`src/rtl/instr_fetch_if.sv`:
```
// Fetch-unit bus bundle: instruction-memory request/response, redirect input and
// decoder-side valid/ready handoff with the accepted-transfer counter.
interface instr_fetch_if;
  logic        imem_req;
  logic [31:0] imem_addr;
  logic [31:0] imem_rdata;
  logic        imem_rvalid;
  logic        redirect_valid;
  logic [31:0] redirect_pc;
  logic        out_valid;
  logic        out_ready;
  logic [31:0] out_instr;
  logic [31:0] out_pc;
  logic [31:0] fetch_cnt;

  modport master (
    output imem_req, imem_addr, out_valid, out_instr, out_pc, fetch_cnt,
    input  imem_rdata, imem_rvalid, redirect_valid, redirect_pc, out_ready
  );

  modport slave (
    input  imem_req, imem_addr, out_valid, out_instr, out_pc, fetch_cnt,
    output imem_rdata, imem_rvalid, redirect_valid, redirect_pc, out_ready
  );
endinterface

```
`src/rtl/instr_fetch.sv`:
```
// Single-outstanding instruction fetch unit: issues one memory request at a time,
// holds the returned word for the decoder and follows branch redirects.
//
// state     | meaning
// S_FETCH   | drive imem_req for pc (gated off by a redirect)
// S_WAIT    | request outstanding, response is wanted
// S_HOLD    | instruction presented to decoder, waiting for out_ready
// S_DISCARD | request outstanding but made stale by a redirect; drop response
module instr_fetch #(
  parameter logic [31:0] RESET_PC = 32'h0000_0000
) (
  input  logic          clk,
  input  logic          rst_n,
  instr_fetch_if.master bus
);

  typedef enum logic [1:0] {
    S_FETCH   = 2'd0,
    S_WAIT    = 2'd1,
    S_HOLD    = 2'd2,
    S_DISCARD = 2'd3
  } state_t;

  localparam logic [31:0] RESET_PC_AL = {RESET_PC[31:2], 2'b00};
  localparam logic [31:0] NOP_INSTR   = 32'h0000_0013;

  state_t      state, state_nxt;
  logic [31:0] pc, pc_nxt;
  logic [31:0] instr_q, instr_nxt;
  logic [31:0] opc_q, opc_nxt;
  logic [31:0] cnt_q, cnt_nxt;
  logic        req;
  logic [31:0] redir_al;

  assign redir_al = {bus.redirect_pc[31:2], 2'b00};

  always_ff @(posedge clk or negedge rst_n) begin
    if (!rst_n) begin
      state   <= S_FETCH;
      pc      <= RESET_PC_AL;
      instr_q <= NOP_INSTR;
      opc_q   <= 32'h0;
      cnt_q   <= 32'h0;
    end else begin
      state   <= state_nxt;
      pc      <= pc_nxt;
      instr_q <= instr_nxt;
      opc_q   <= opc_nxt;
      cnt_q   <= cnt_nxt;
    end
  end

  always_comb begin
    state_nxt = state;
    pc_nxt    = pc;
    instr_nxt = instr_q;
    opc_nxt   = opc_q;
    cnt_nxt   = cnt_q;
    req       = 1'b0;
    case (state)
      S_FETCH: begin
        if (bus.redirect_valid) begin
          pc_nxt = redir_al;
        end else begin
          req       = 1'b1;
          state_nxt = S_WAIT;
        end
      end
      S_WAIT: begin
        if (bus.redirect_valid) begin
          // A response landing with the redirect is already stale; nothing left to drain.
          pc_nxt    = redir_al;
          state_nxt = bus.imem_rvalid ? S_FETCH : S_DISCARD;
        end else if (bus.imem_rvalid) begin
          instr_nxt = bus.imem_rdata;
          opc_nxt   = pc;
          pc_nxt    = pc + 32'd4;
          state_nxt = S_HOLD;
        end
      end
      S_HOLD: begin
        if (bus.out_ready) begin
          cnt_nxt = cnt_q + 32'd1;
        end
        if (bus.redirect_valid) begin
          pc_nxt    = redir_al;
          state_nxt = S_FETCH;
        end else if (bus.out_ready) begin
          state_nxt = S_FETCH;
        end
      end
      S_DISCARD: begin
        if (bus.redirect_valid) begin
          pc_nxt = redir_al;
        end
        if (bus.imem_rvalid) begin
          state_nxt = S_FETCH;
        end
      end
      default: state_nxt = S_FETCH;
    endcase
  end

  // Reset forces FETCH, so the strobe is also masked by rst_n to stay low during reset.
  assign bus.imem_req  = req & rst_n;
  assign bus.imem_addr = pc;
  assign bus.out_valid = (state == S_HOLD);
  assign bus.out_instr = instr_q;
  assign bus.out_pc    = opc_q;
  assign bus.fetch_cnt = cnt_q;

endmodule

```
`src/flat_wrapper.sv`:
```
// flat-port wrapper written by rule: the top's interface ports become plain ports
module instr_fetch_flat 
#(
  parameter logic [31:0] RESET_PC = 32'h0000_0000
)
  (clk, rst_n, bus_imem_req, bus_imem_addr, bus_out_valid, bus_out_instr, bus_out_pc, bus_fetch_cnt, bus_imem_rdata, bus_imem_rvalid, bus_redirect_valid, bus_redirect_pc, bus_out_ready);
  instr_fetch_if bus_i ();
  input  logic clk;
  input  logic rst_n;
  output wire logic [$bits(bus_i.imem_req)-1:0] bus_imem_req;
  output wire logic [$bits(bus_i.imem_addr)-1:0] bus_imem_addr;
  output wire logic [$bits(bus_i.out_valid)-1:0] bus_out_valid;
  output wire logic [$bits(bus_i.out_instr)-1:0] bus_out_instr;
  output wire logic [$bits(bus_i.out_pc)-1:0] bus_out_pc;
  output wire logic [$bits(bus_i.fetch_cnt)-1:0] bus_fetch_cnt;
  input wire logic [$bits(bus_i.imem_rdata)-1:0] bus_imem_rdata;
  input wire logic [$bits(bus_i.imem_rvalid)-1:0] bus_imem_rvalid;
  input wire logic [$bits(bus_i.redirect_valid)-1:0] bus_redirect_valid;
  input wire logic [$bits(bus_i.redirect_pc)-1:0] bus_redirect_pc;
  input wire logic [$bits(bus_i.out_ready)-1:0] bus_out_ready;
  assign bus_imem_req = bus_i.imem_req;
  assign bus_imem_addr = bus_i.imem_addr;
  assign bus_out_valid = bus_i.out_valid;
  assign bus_out_instr = bus_i.out_instr;
  assign bus_out_pc = bus_i.out_pc;
  assign bus_fetch_cnt = bus_i.fetch_cnt;
  assign bus_i.imem_rdata = bus_imem_rdata;
  assign bus_i.imem_rvalid = bus_imem_rvalid;
  assign bus_i.redirect_valid = bus_redirect_valid;
  assign bus_i.redirect_pc = bus_redirect_pc;
  assign bus_i.out_ready = bus_out_ready;
  instr_fetch #(.RESET_PC(RESET_PC)) u_core (.clk(clk), .rst_n(rst_n), .bus(bus_i));
endmodule
```
`config.mk`:
```
export PLATFORM = sky130hd
export DESIGN_NAME = instr_fetch_flat
export DESIGN_NICKNAME = d
export VERILOG_FILES = /design/src/rtl/instr_fetch_if.sv /design/src/rtl/instr_fetch.sv /design/src/flat_wrapper.sv
export SDC_FILE = /design/constraint.sdc
export NUM_CORES = 1
export LEC_CHECK = 0
export ABC_AREA = 1
export CORE_MARGIN = 1
export CORE_UTILIZATION = 25
export DETAILED_ROUTE_END_ITERATION = 7
export DONT_BUFFER_PORTS = 1
export PLACE_DENSITY = 0.45
export SLEW_MARGIN = 20
export SYNTH_ARGS = -nofsm -noshare
export SYNTH_HDL_FRONTEND = slang
export SYNTH_SLANG_ARGS = --single-unit
```
`constraint.sdc`:
```
create_clock -name clk -period 1.6 [get_ports clk]
set_clock_uncertainty 0.05 [all_clocks]
set_input_delay 0.32 -clock clk [delete_from_list [all_inputs] [get_ports clk]]
set_output_delay 0.32 -clock clk [all_outputs]
set_load 0.005 [all_outputs]
```
Word-level counts from Yosys, hierarchy flattened
Index checks and enable logic that the tools add are counted.

Flip-flop bits (word level): 130. Bits of input ports: 69.

Bitwise gates (word level): 2. Multiplexer cells: 14. $add $sub $neg: 2. Reductions and logical operators: 6. Equality and inequality tests: 8.

Operators by type and width (count): $mux W32 (3); $pmux W32 S2 (1); $add A32 B1 Y32 const B (1); $add A32 B3 Y32 const B (1); $mux W2 (7); $pmux W2 S4 (1); $eq A2 B2 Y1 const B (2); $ne A2 B2 Y1 const B (2); $reduce_and A2 Y1 (2); $reduce_and A4 Y1 (1); $ne A3 B1 Y1 const B (1); $ne A3 B3 Y1 const B (1); $reduce_and A3 Y1 (1); $reduce_or A3 Y1 (1); $eq A2 B1 Y1 const B (1); $logic_not A2 Y1 (1); $mux W1 (2); $ne A2 B1 Y1 const B (1); $and A1 B1 Y1 (1); $not A1 Y1 (1).

Depth between registers and ports, before layout
Word-level depth: 4. Mapped depth: 10. Gate-level depth less buffers: 10.

Least setup slack after synthesis
Ideal clock, no wire load.

Path kind: flip-flop to flip-flop. From: register u_core.pc[3] (netlist: u_core.bus.imem_addr[3]). To: register u_core.pc[28] (netlist: u_core.bus.imem_addr[28]). Stages on the path, launching flop included: 11. Period minus slack after synthesis: 1.555 ns. Arrival time: 1.388 ns. Slack: 0.045 ns. Required time: 1.434 ns. Path buffers: 0. Cells stage by stage: dfrtp_1 ha_1 nand2_1 nor2_1 nand2_1 nor2_1 nand2_1 nand2_1 nand3_1 nand2_1 nand2_1.

Word-level cells in the longest chain between the ends: 4.

Ends and longest elaborated chain: from (decl) (line instr_fetch.sv:28) `logic [31:0] pc, pc_nxt;`; from (signal assigned) (line instr_fetch.sv:46) `pc <= pc_nxt;`; $add A32 B3 Y32 (line instr_fetch.sv:77) `pc_nxt = pc + 32'd4;`; $mux W32 (line instr_fetch.sv:74) `end else if (bus.imem_rvalid) begin`; $mux W32 (line instr_fetch.sv:70) `if (bus.redirect_valid) begin`; $pmux W32 S2 (line instr_fetch.sv:60) `case (state)`.

No other way between the ends. The select of a mux whose other input is x is not followed. A chain may end at the register's enable or synchronous reset.

Final worst setup path
From: register u_core.state[1]. To: output bus_imem_req.

Word-level cells in the longest chain between the ends: 3.

Ends and longest elaborated chain: from (decl) (line instr_fetch.sv:27) `state_t state, state_nxt;`; from (signal assigned) (line instr_fetch.sv:45) `state <= state_nxt;`; $logic_not A2 Y1 (line instr_fetch.sv:60); $mux W1 (line instr_fetch.sv:60); $and A1 B1 Y1 (line instr_fetch.sv:105) `assign bus.imem_req = req & rst_n;`; to (decl) (line flat_wrapper.sv:10) `output wire logic [$bits(bus_i.imem_req)-1:0] bus_imem_req;`.

No other way between the ends.

==> impl_metrics.toml <==
[outcome]
status = "finished, violations left"
violations = "negative hold slack, negative setup slack"

[die]
core_um2 = 25470
die_h_um = 164.0
dieArea_um2 = 26890
die_w_um = 164.0
start_util = 0.2575
rows = 58
io_pins = 199

[worst_setup_path]
r2r-start = "u_core.state[1]"
slowest_stage = "dfrtp_1"
critPathBufInv = 1
critPathKind = "reg2out"
cp.arrival_ns = 1.26
crit_required_ns = 1.23
crit_family = "flip-flops"
crit_path_cell_trace = "buf_4 > nor2_4 > nand2_1 > nor2_1"
worst_setup_path_end_kind = "output port"
startpoint = "u_core.state[1]"
cpPeakStageDelay_ns = 0.42
cp-start-kind = "register"
cp_max_fo = 4

[power_and_ir_drop]
power.switching_w = 0.004784
powerDensity_nw_per_um2 = 1468
internal_power_w = 0.009304
combPwrFrac = 0.324
leakage_nw = 4.459
seq_power_share = 0.384
p_sw_frac = 0.3396
ir_drop_uv = 736.7
clkPwrFrac = 0.293

[place]
routabilityCongestion = 0.8365
place_hpwl_um = 15650
post-place-ws_ns = -0.1164
port_buffers = 0

[finish]
seq_area_um2 = 3167
fillers = 2557
nets = 1066
synthToLayoutAreaGrowth_pct = 46.36
drive_gt1_frac = 0.3036
multi_input_area_um2 = 3472

[clocking]
h-tree-depth = 4
path_clk_slew_ns = 0.06
cts_tree = "built"
cts_root_buffer = "clkbuf_16"
clock_path_buffers = 2
cts_sinks = 126
clock_latency_ns = 0.42
cts_hold_buf = 34
cts_buffers = 17

[detailed_routing]
vias = 5998
ant_nets = 0
avgViaCountPerCell = 4.473
detailedRoute.firstPassIterationCount = 5
post_drt_wl_per_cell_um = 17.02
drtIter0Drc = 327
wl_um = 22820
drc_errors = 0

[timing]
hold_viol_final = 126
period_share = 1.017
tns_ns = -0.04701
whs_ns = -0.4575
setup_viol = 5
worst_slack_ns = -0.02670
min_period_ns = 1.627
rsz0062_at_grt = "yes"
maxSlewViolCount = 0
clock.fmax_ghz = 0.6147

[global_route]
gr-usage-all-layers = 0.1634
grt_pass1_wl_um = 32800
grt_max_degree = 128
overflow = 0
grt_pass1_vias = 5770
antenna_found_initial = 5

[yosys]
synth_cell_types = 38
synth_area_leaders = "dfrtp_1, nand2_1, nor2_1, mux2_1, inv_1"
yosys_warnings = 0
muxShareOfSynthArea = 0.06467
synth-async-reset-ratio = 1.000
netlist_top_cells_count = "nand2_1, dfrtp_1, nor2_1"
synth_xor_area_frac = 0.02804
ys_ff_latch = 126
syn_area_per_cell_um2 = 8.008
synthesis.area_um2 = 6559
synth_top_area_cell = "dfrtp_1"
synth-main-ff-cell = "dfrtp_1"
synthAdderAreaFrac = 0.003815
synth-edff-count = 0
ys_seq_area_frac = 0.4813
synth_most_common_cell = "nand2_1"
synth-simple-area-share = 0.2957
synth_compound_area_frac = 0.06486
synthCells = 819
netlist.area_leader.share = 0.4693
synth_top_family_by_area = "simple AND/OR/NAND/NOR gates"

[worst_hold_path]
hp-class = "in2async"

[run]
drv_cap = 0
[cells by family (layout without fill, tap and decap cells)]
kind of cell,after synthesis,count (layout)
multiplexers,37,37
flip-flops,126,126
other,1,7
AND/OR/NAND/NOR,463,464
XOR/XNOR,21,21
AO/OA/AOI/OAI,80,80
buffers and inverters,89,274
adder cells (fa/ha/maj),2,2
[flip-flops by register name, indices dropped and copies added, names as in the netlist]
| name | count |
|---|---|
| u_core.bus.fetch_cnt | 32 |
| u_core.bus.out_pc | 30 |
| u_core.state | 2 |
| u_core.bus.out_instr | 32 |
| u_core.bus.imem_addr | 30 |
[power by group through the flow]
stage | clock [W] | combinational [W] | sequential [W]
finish | 0.00413 | 0.00456 | 0.00540
global route | 0.00437 | 0.00504 | 0.00559
CTS | 0.00424 | 0.00372 | 0.00536
detailed placement | 0 | 0.00348 | 0.00542
global placement | 0 | 0.00344 | 0.00542
floorplan | 0 | 0.00201 | 0.00525
[layout by cell type (no fill, tap or decap), types with 25 or more instances in the layout]
cell / synthesis / layout
o21ai_1: 27 / 30
nand2_1: 267 / 252
mux2_4: 2 / 28
dlygate4sd3_1: 0 / 34
o21ai_0: 30 / 25
nor2_1: 114 / 73
nand3_1: 43 / 36
inv_1: 61 / 59
nor2_2: 2 / 27
dfrtp_1: 123 / 115
buf_4: 11 / 122
[what timing repair did]
action                                 CTS  global route
gates cloned                             0             8
resized for setup                       16           135
pin swaps                                5            19
endpoints found under the hold margin  160           126
buffers inserted                         5            17
setup endpoints to repair               56            86
[layout make-up]
class / count / area share
multi-input combinational: 608 / 0.3617
sequential: 126 / 0.3299
timing repair buffer: 179 / 0.1766
clock buffer: 20 / 0.04549
tap: 330 / 0.04301
inverter: 63 / 0.02490
clock inverter: 12 / 0.01760
antenna: 3 / 0.0007821
[stage by stage]
stage | cells | hold slack [ns] | power [W] | area [um2] | util
final | 1341 | -0.4575 | 0.01409 | 9599 | 0.3769
after floorplan | 822 | -0.02559 | 0.007256 | 6570 | -
after global placement | 1243 | -0.02146 | 0.008861 | 7765 | 0.3048
after CTS | 1313 | -0.4771 | 0.01332 | 8793 | 0.3452
after global routing | 1340 | -0.4821 | 0.01500 | 9597 | 0.3768
after detailed placement | 1243 | -0.02149 | 0.008903 | 7765 | 0.3048
[worst register-to-register path: cells and delay by family (launching register included)]
family / cells / cell delay (ns)
buf+inv: 2 / 0.33
flops: 1 / 0.42
mux: 1 / 0.30
simple gates: 3 / 0.39
[layer usage]
| metal | GRT usage | vias up | wire length (um) |
|---|---|---|---|
| met5 | 0 | - | 27 |
| met4 | 0.05429 | 4 | 433 |
| met3 | 0.04394 | 32 | 1362 |
| met2 | 0.2643 | 176 | 10500 |
| met1 | 0.2098 | 2790 | 10500 |
| li1 | - | 2996 | - |
[path summary, 6_finish.rpt]
path	endpoint	slack (ns)	cells after the start
max in group asynchronous	u_core.bus.out_instr[4]	1.70	0
min	u_core.bus.out_pc[26]	-0.46	0
min reg2reg	u_core.bus.out_pc[4]	0.46	2
max	bus_imem_req	-0.03	4
min in group clk	u_core.bus.imem_addr[2]	0.02	2
max reg2reg	u_core.bus.out_instr[15]	-0.01	6
(Power assumes the default switching activity.)
